==> config.mk <==
export PLATFORM = sky130hd
export DESIGN_NAME = snap_capture_ctrl
export DESIGN_NICKNAME = d
export VERILOG_FILES = /design/src/rtl/snap_capture_ctrl.sv
export SDC_FILE = /design/constraint.sdc
export NUM_CORES = 1
export LEC_CHECK = 0
export CORE_MARGIN = 5
export CORE_UTILIZATION = 43
export CTS_CLUSTER_DIAMETER = 40
export DETAILED_ROUTE_END_ITERATION = 7
export PLACE_DENSITY = 0.93
export SETUP_SLACK_MARGIN = 0.2
export SLEW_MARGIN = 30
export SYNTH_ARGS = -nofsm -noshare
export SYNTH_HDL_FRONTEND = slang
export SYNTH_SLANG_ARGS = --single-unit
==> constraint.sdc <==
create_clock -name clk -period 15.2 [get_ports clk]
set_input_delay 3.04 -clock clk [delete_from_list [all_inputs] [get_ports clk]]
set_output_delay 3.04 -clock clk [all_outputs]
set_load 0.02 [all_outputs]
==> src/rtl/snap_capture_ctrl.sv <==
`default_nettype none
// ============================================================================
// Module      : snap_capture_ctrl
// Description : Write-side controller for the snapshot capture BRAM. Accepts
//               the ADC sample word stream, waits for arm and trigger, then
//               writes 2**AW words into port A of the snap buffer and reports
//               done / trigger address / word count through a status word.
// Ports       : clk, rst          capture clock, async active-high reset
//               din, din_vld      sample word and its qualifier
//               trig              external level trigger
//               ctrl[3:0]         {circ, vld_sel, trig_sel, arm}
//               bram_addr/_wr_data/_we   registered port-A write interface
//               status            {done, busy, trig_addr, word count}
// Config      : SNAP_CIRC_EN      enables circular pre-trigger capture
//                                 (ctrl[3]); absent otherwise.
// Revision    : 1.0 - initial release
// ============================================================================
module snap_capture_ctrl #(
    parameter int AW       = 12,
    parameter int DW       = 128,
    parameter int POST_LEN = 2048
) (
    input  logic          clk,
    input  logic          rst,
    input  logic [DW-1:0] din,
    input  logic          din_vld,
    input  logic          trig,
    input  logic [31:0]   ctrl,
    output logic [AW-1:0] bram_addr,
    output logic [DW-1:0] bram_wr_data,
    output logic          bram_we,
    output logic [31:0]   status
);

    localparam logic [AW:0]   C_FULL     = {1'b1, {AW{1'b0}}};
    localparam logic [AW:0]   C_LAST     = C_FULL - (AW+1)'(1);
    localparam logic [AW:0]   C_CNT_ONE  = (AW+1)'(1);

    typedef enum logic [1:0] {
        ST_IDLE    = 2'd0,
        ST_ARMED   = 2'd1,
        ST_CAPTURE = 2'd2,
        ST_CIRC    = 2'd3
    } state_t;

    state_t          state_q, state_d;
    logic            arm_prev_q, arm_prev_d;
    logic [AW:0]     count_q, count_d;
    logic            done_q, done_d;
    logic            we_q, we_d;
    logic [AW-1:0]   addr_q, addr_d;
    logic [DW-1:0]   data_q, data_d;

    logic            arm_p;
    logic            wr;
    logic            hit;
    logic [AW-1:0]   trig_addr_w;

    assign arm_p = ctrl[0] & ~arm_prev_q;
    assign wr    = ctrl[2] ? din_vld : 1'b1;
    assign hit   = ctrl[1] ? trig    : 1'b1;

`ifdef SNAP_CIRC_EN
    localparam logic [AW-1:0] C_PTR_ONE   = AW'(1);
    localparam logic [AW:0]   C_POST_LAST = (AW+1)'(POST_LEN - 1);

    logic [AW-1:0]   ptr_q, ptr_d;
    logic [AW-1:0]   trig_addr_q, trig_addr_d;
    logic [AW:0]     post_cnt_q, post_cnt_d;
    logic            post_act_q, post_act_d;

    always_ff @(posedge clk or posedge rst) begin
        if (rst) begin
            ptr_q       <= '0;
            trig_addr_q <= '0;
            post_cnt_q  <= '0;
            post_act_q  <= 1'b0;
        end else begin
            ptr_q       <= ptr_d;
            trig_addr_q <= trig_addr_d;
            post_cnt_q  <= post_cnt_d;
            post_act_q  <= post_act_d;
        end
    end

    assign trig_addr_w = trig_addr_q;

    logic unused_ctrl;
    assign unused_ctrl = ^ctrl[31:4];
`else
    assign trig_addr_w = '0;

    logic unused_ctrl;
    assign unused_ctrl = ^{ctrl[31:3], (POST_LEN == 0)};
`endif

    always_ff @(posedge clk or posedge rst) begin
        if (rst) begin
            state_q    <= ST_IDLE;
            arm_prev_q <= 1'b0;
            count_q    <= '0;
            done_q     <= 1'b0;
            we_q       <= 1'b0;
            addr_q     <= '0;
            data_q     <= '0;
        end else begin
            state_q    <= state_d;
            arm_prev_q <= arm_prev_d;
            count_q    <= count_d;
            done_q     <= done_d;
            we_q       <= we_d;
            addr_q     <= addr_d;
            data_q     <= data_d;
        end
    end

    always_comb begin
        state_d    = state_q;
        arm_prev_d = ctrl[0];
        count_d    = count_q;
        done_d     = done_q;
        we_d       = 1'b0;
        addr_d     = addr_q;
        data_d     = data_q;
`ifdef SNAP_CIRC_EN
        ptr_d       = ptr_q;
        trig_addr_d = trig_addr_q;
        post_cnt_d  = post_cnt_q;
        post_act_d  = post_act_q;
`endif
        // An arm edge restarts from any state; already written words stay.
        if (arm_p) begin
            count_d = '0;
            done_d  = 1'b0;
            state_d = ST_ARMED;
`ifdef SNAP_CIRC_EN
            if (ctrl[3]) begin
                state_d     = ST_CIRC;
                ptr_d       = '0;
                trig_addr_d = '0;
                post_cnt_d  = '0;
                post_act_d  = 1'b0;
            end
`endif
        end else begin
            case (state_q)
                ST_ARMED: begin
                    // The triggering word itself is the first one stored.
                    if (hit && wr) begin
                        we_d    = 1'b1;
                        addr_d  = '0;
                        data_d  = din;
                        count_d = C_CNT_ONE;
                        state_d = ST_CAPTURE;
                    end
                end
                ST_CAPTURE: begin
                    if (wr) begin
                        we_d    = 1'b1;
                        addr_d  = count_q[AW-1:0];
                        data_d  = din;
                        count_d = count_q + C_CNT_ONE;
                        if (count_q == C_LAST) begin
                            done_d  = 1'b1;
                            state_d = ST_IDLE;
                        end
                    end
                end
`ifdef SNAP_CIRC_EN
                ST_CIRC: begin
                    if (wr) begin
                        we_d   = 1'b1;
                        addr_d = ptr_q;
                        data_d = din;
                        ptr_d  = ptr_q + C_PTR_ONE;
                        // count saturating at full depth flags a complete history
                        if (count_q != C_FULL) begin
                            count_d = count_q + C_CNT_ONE;
                        end
                        if (post_act_q) begin
                            post_cnt_d = post_cnt_q + C_CNT_ONE;
                            if (post_cnt_q == C_POST_LAST) begin
                                done_d     = 1'b1;
                                post_act_d = 1'b0;
                                state_d    = ST_IDLE;
                            end
                        end else if (hit && (count_q != '0)) begin
                            trig_addr_d = ptr_q;
                            post_act_d  = 1'b1;
                            post_cnt_d  = '0;
                        end
                    end
                end
`endif
                default: begin
                end
            endcase
        end
    end

    assign bram_we      = we_q;
    assign bram_addr    = addr_q;
    assign bram_wr_data = data_q;

    always_comb begin
        status            = '0;
        status[31]        = done_q;
        status[30]        = (state_q != ST_IDLE);
        status[AW+16:16]  = {1'b0, trig_addr_w};
        status[AW:0]      = count_q;
    end

endmodule
`default_nettype wire

==> results.cfg <==
[status]
status = finished clean

[cts]
clkSlewWorstSetupHoldPaths_ns = 0.06
cts.sinks = 158
cts_max_level = 4
cts_root_buffer = clkbuf_16
insertion_delay_ns = 0.41
cts_made_buffers = 17
clockBufferDepth = 2
cts_setup_buffers = 0
cts_tree = built
ctsHoldBuffers = 0
post_cts_resized = 0

[power_and_ir_drop]
p_leak_uw = 0.00485
peakVddDrop_mv = 0.148
power.total_uw = 2150
cellPowerDensity_nw_per_um2 = 215

[global_route]
gr-usage-met2_pct = 35.8
grt_pass1_vias = 5682
grt_pass1_wl_um = 30300
grtUsageMet1_pct = 25.2
grtUsageTotal_pct = 21.4
met3_usage_pct = 8.70
antenna_found_initial = 0
grt_max_degree = 89
gr-total-overflow = 0
busiest_layer = met2

[logic_synthesis]
ys_seq_area_share_pct = 61.6
synth_top_flop_cell = dfrtp_1
syn_area_um2 = 6420
synth_area_per_cell_um2 = 9.09
ys_ff_latch = 158
syn_inst = 706
yosys_warnings = 0
synth-edff-count = 0
async_reset_ff_share_pct = 100
synth_cell_types = 36

[sta]
setup_tns_ns = 0
slew_headroom_pct = 46.4
rsz0062_at_grt = no
finalSetupViolCount = 0
worst_pin_slew_ns = 0.804
fmaxAchievable_mhz = 192
hold_viol_final = 0
hold_slack_ns = 0.472
drv_slew = 0
fin_crit_ns = 5.20
clock_skew_ns = 0.00979
period_share_pct = 34.2

[critical_path]
critPathMaxStageDelay_ns = 0.72
critPathBufInv = 2
rrSetupSlack_ns = 12.11
arrival_ns = 5.55
critical_path.startpoint_type = input pin
end_kind = register
critPathKind = input pin to register
critical_path.top_delay_family = simple AND/OR/NAND/NOR gates
required_ns = 15.55
path_cells = clkdlybuf4s50_1, nand2b_1, and4_4, buf_4, nand2_1, nand2_1
cpMaxStageDelayCell = buf_4
critPathMaxFanout = 77
crit_top_cell = nand2_1

[drt]
drt_pass1_iterations = 5
drt-vias-per-instance = 4.85
vias = 5711
drt_wl_total_um = 19000
drtIter0Drc = 405
antenna_left = 0
drc = 0
post_drt_wl_per_cell_um = 16.1

[cells_and_area]
final_cell_area_um2 = 9990
fillCellCount = 1055
diodes = 0
drive_gt1_share_pct = 4.02
final_nets = 1149
area_delta_synth_final_pct = 55.7

[flow_run]
max_cap_viol_count = 0

[floorplan]
die_area_um2 = 17500
ios = 337
floorplan.initialDensity_pct = 44.0
coreArea_um2 = 14600
die_w_um = 132
num_rows = 44
die_y_um = 132

[worst_hold_path]
min_path_type = register to register

[place]
detailed_place_hpwl_um = 13800
dpl-instance-area_um2 = 9340
port_buffers = 290
globalplace.congestion = 0.807
## layout by cell type (no fill, tap or decap), drive strengths merged, types with 2 or more instances in the layout
| cell | count |
|---|---|
| conb | 17 |
| clkdlybuf4s50 | 290 |
| or3 | 2 |
| a21oi | 8 |
| clkbuf | 19 |
| mux2i | 3 |
| a21boi | 2 |
| bufinv | 5 |
| a22o | 11 |
| o31ai | 2 |
| o21a | 3 |
| clkinv | 5 |
| dfrtp | 158 |
| nor2b | 2 |
| ha | 4 |
| a31oi | 2 |
| and4 | 2 |
| nand4 | 5 |
| nor4 | 2 |
| o21ai | 5 |
| nand2b | 3 |
| or4 | 4 |
| nand2 | 396 |
| buf | 4 |
| nor3 | 2 |
| nor2 | 7 |
| nand3 | 11 |
| and3 | 5 |
| inv | 6 |
| and2 | 2 |
## cell type report
type,instances,area (um2),area share [%]
clock inverters,13,210,2.10
well taps,184,230,2.30
clock buffers,19,443,4.43
multi-input cells,506,2200,22.0
flip-flops and latches,158,3950,39.6
repair buffers,294,2940,29.4
inverters,4,20.0,0.200
## per-layer routing
layer  vias to the layer above  wire length [um]
met5                         -                 0
met2                       253              9500
met4                         0               533
met1                      2684              7090
met3                        35              1850
li1                       2739                 -
## where the power goes
group / leakage, uW / switching [uW] / total, uW / internal, uW
combinational: 0.00253 / 574 / 993 / 419
sequential: 0.00199 / 91.1 / 686 / 594
clock: 0.000319 / 171 / 468 / 297
total: 0.00485 / 835 / 2150 / 1310
## path summary, 6_finish.rpt
check / to / cells after the start / from
min in group asynchronous: bram_wr_data[95]$_DFFE_PP0P_ / 2 / rst
setup / recovery: bram_wr_data[9]$_DFFE_PP0P_ / 6 / ctrl[0]
hold reg to reg: bram_wr_data[107]$_DFFE_PP0P_ / 2 / bram_wr_data[107]$_DFFE_PP0P_
hold / removal: bram_wr_data[107]$_DFFE_PP0P_ / 2 / bram_wr_data[107]$_DFFE_PP0P_
setup reg to reg: bram_wr_data[9]$_DFFE_PP0P_ / 7 / state_q[0]$_DFFE_PP0P_
max in group asynchronous: bram_wr_data[99]$_DFFE_PP0P_ / 3 / rst
## stage by stage
stage               std cells  setup slack, ns  utilization (%)
floorplan                 722             7.90                -
global placement         1146             9.56             64.0
detailed placement       1146             9.54             64.0
CTS                      1178             9.97             68.5
global route             1178             9.80             68.5
finish                   1178            10.00             68.5
## kinds of logic (layout without fill, tap and decap cells)
group | count (synthesis) | count (layout) | synth area share, %
other | 1 | 17 | 0.0584
and+or+nand+nor | 446 | 446 | 27.8
adders and majority gates | 4 | 4 | 0.780
DFF | 158 | 158 | 61.6
AOI/OAI and AO/OA | 36 | 36 | 4.19
buffers and inverters | 58 | 330 | 5.13
muxes | 3 | 3 | 0.468
## synthesized netlist by cell type (2+ instances only)
cell	n	area, um2
and3_1	5	31.3
buf_4	20	150
and2_1	2	12.5
o31ai_1	2	15.0
nor3_1	2	10.0
ha_1	4	50.1
buf_2	28	140
o21ai_0	5	25.0
dfrtp_1	158	3950
or4_1	4	30.0
nor2b_1	2	12.5
nor2_1	7	26.3
nand2b_1	3	18.8
nand4_1	5	31.3
clkbuf_1	5	18.8
nand2_1	396	1490
nor4_1	2	12.5
or3_1	2	12.5
a21oi_1	8	40.0
a22o_1	11	96.3
a21boi_0	2	15.0
mux2i_1	3	30.0
o21a_1	3	22.5
inv_1	4	15.0
nand3_1	11	55.1
and4_1	2	17.5
## flip-flops by register name, indices dropped and copies added (netlist names)
name,count
state_q,2
bram_wr_data,128
bram_addr,12
done_q,1
count_q,13
bram_we,1
arm_prev_q,1
## worst min-delay path, stage by stage, from the launching register on
cell and delay, ns:
dfrtp_1 0.34, nand2_1 0.05, nand2_1 0.06
No activity file was read; power rests on OpenSTA's default activity.
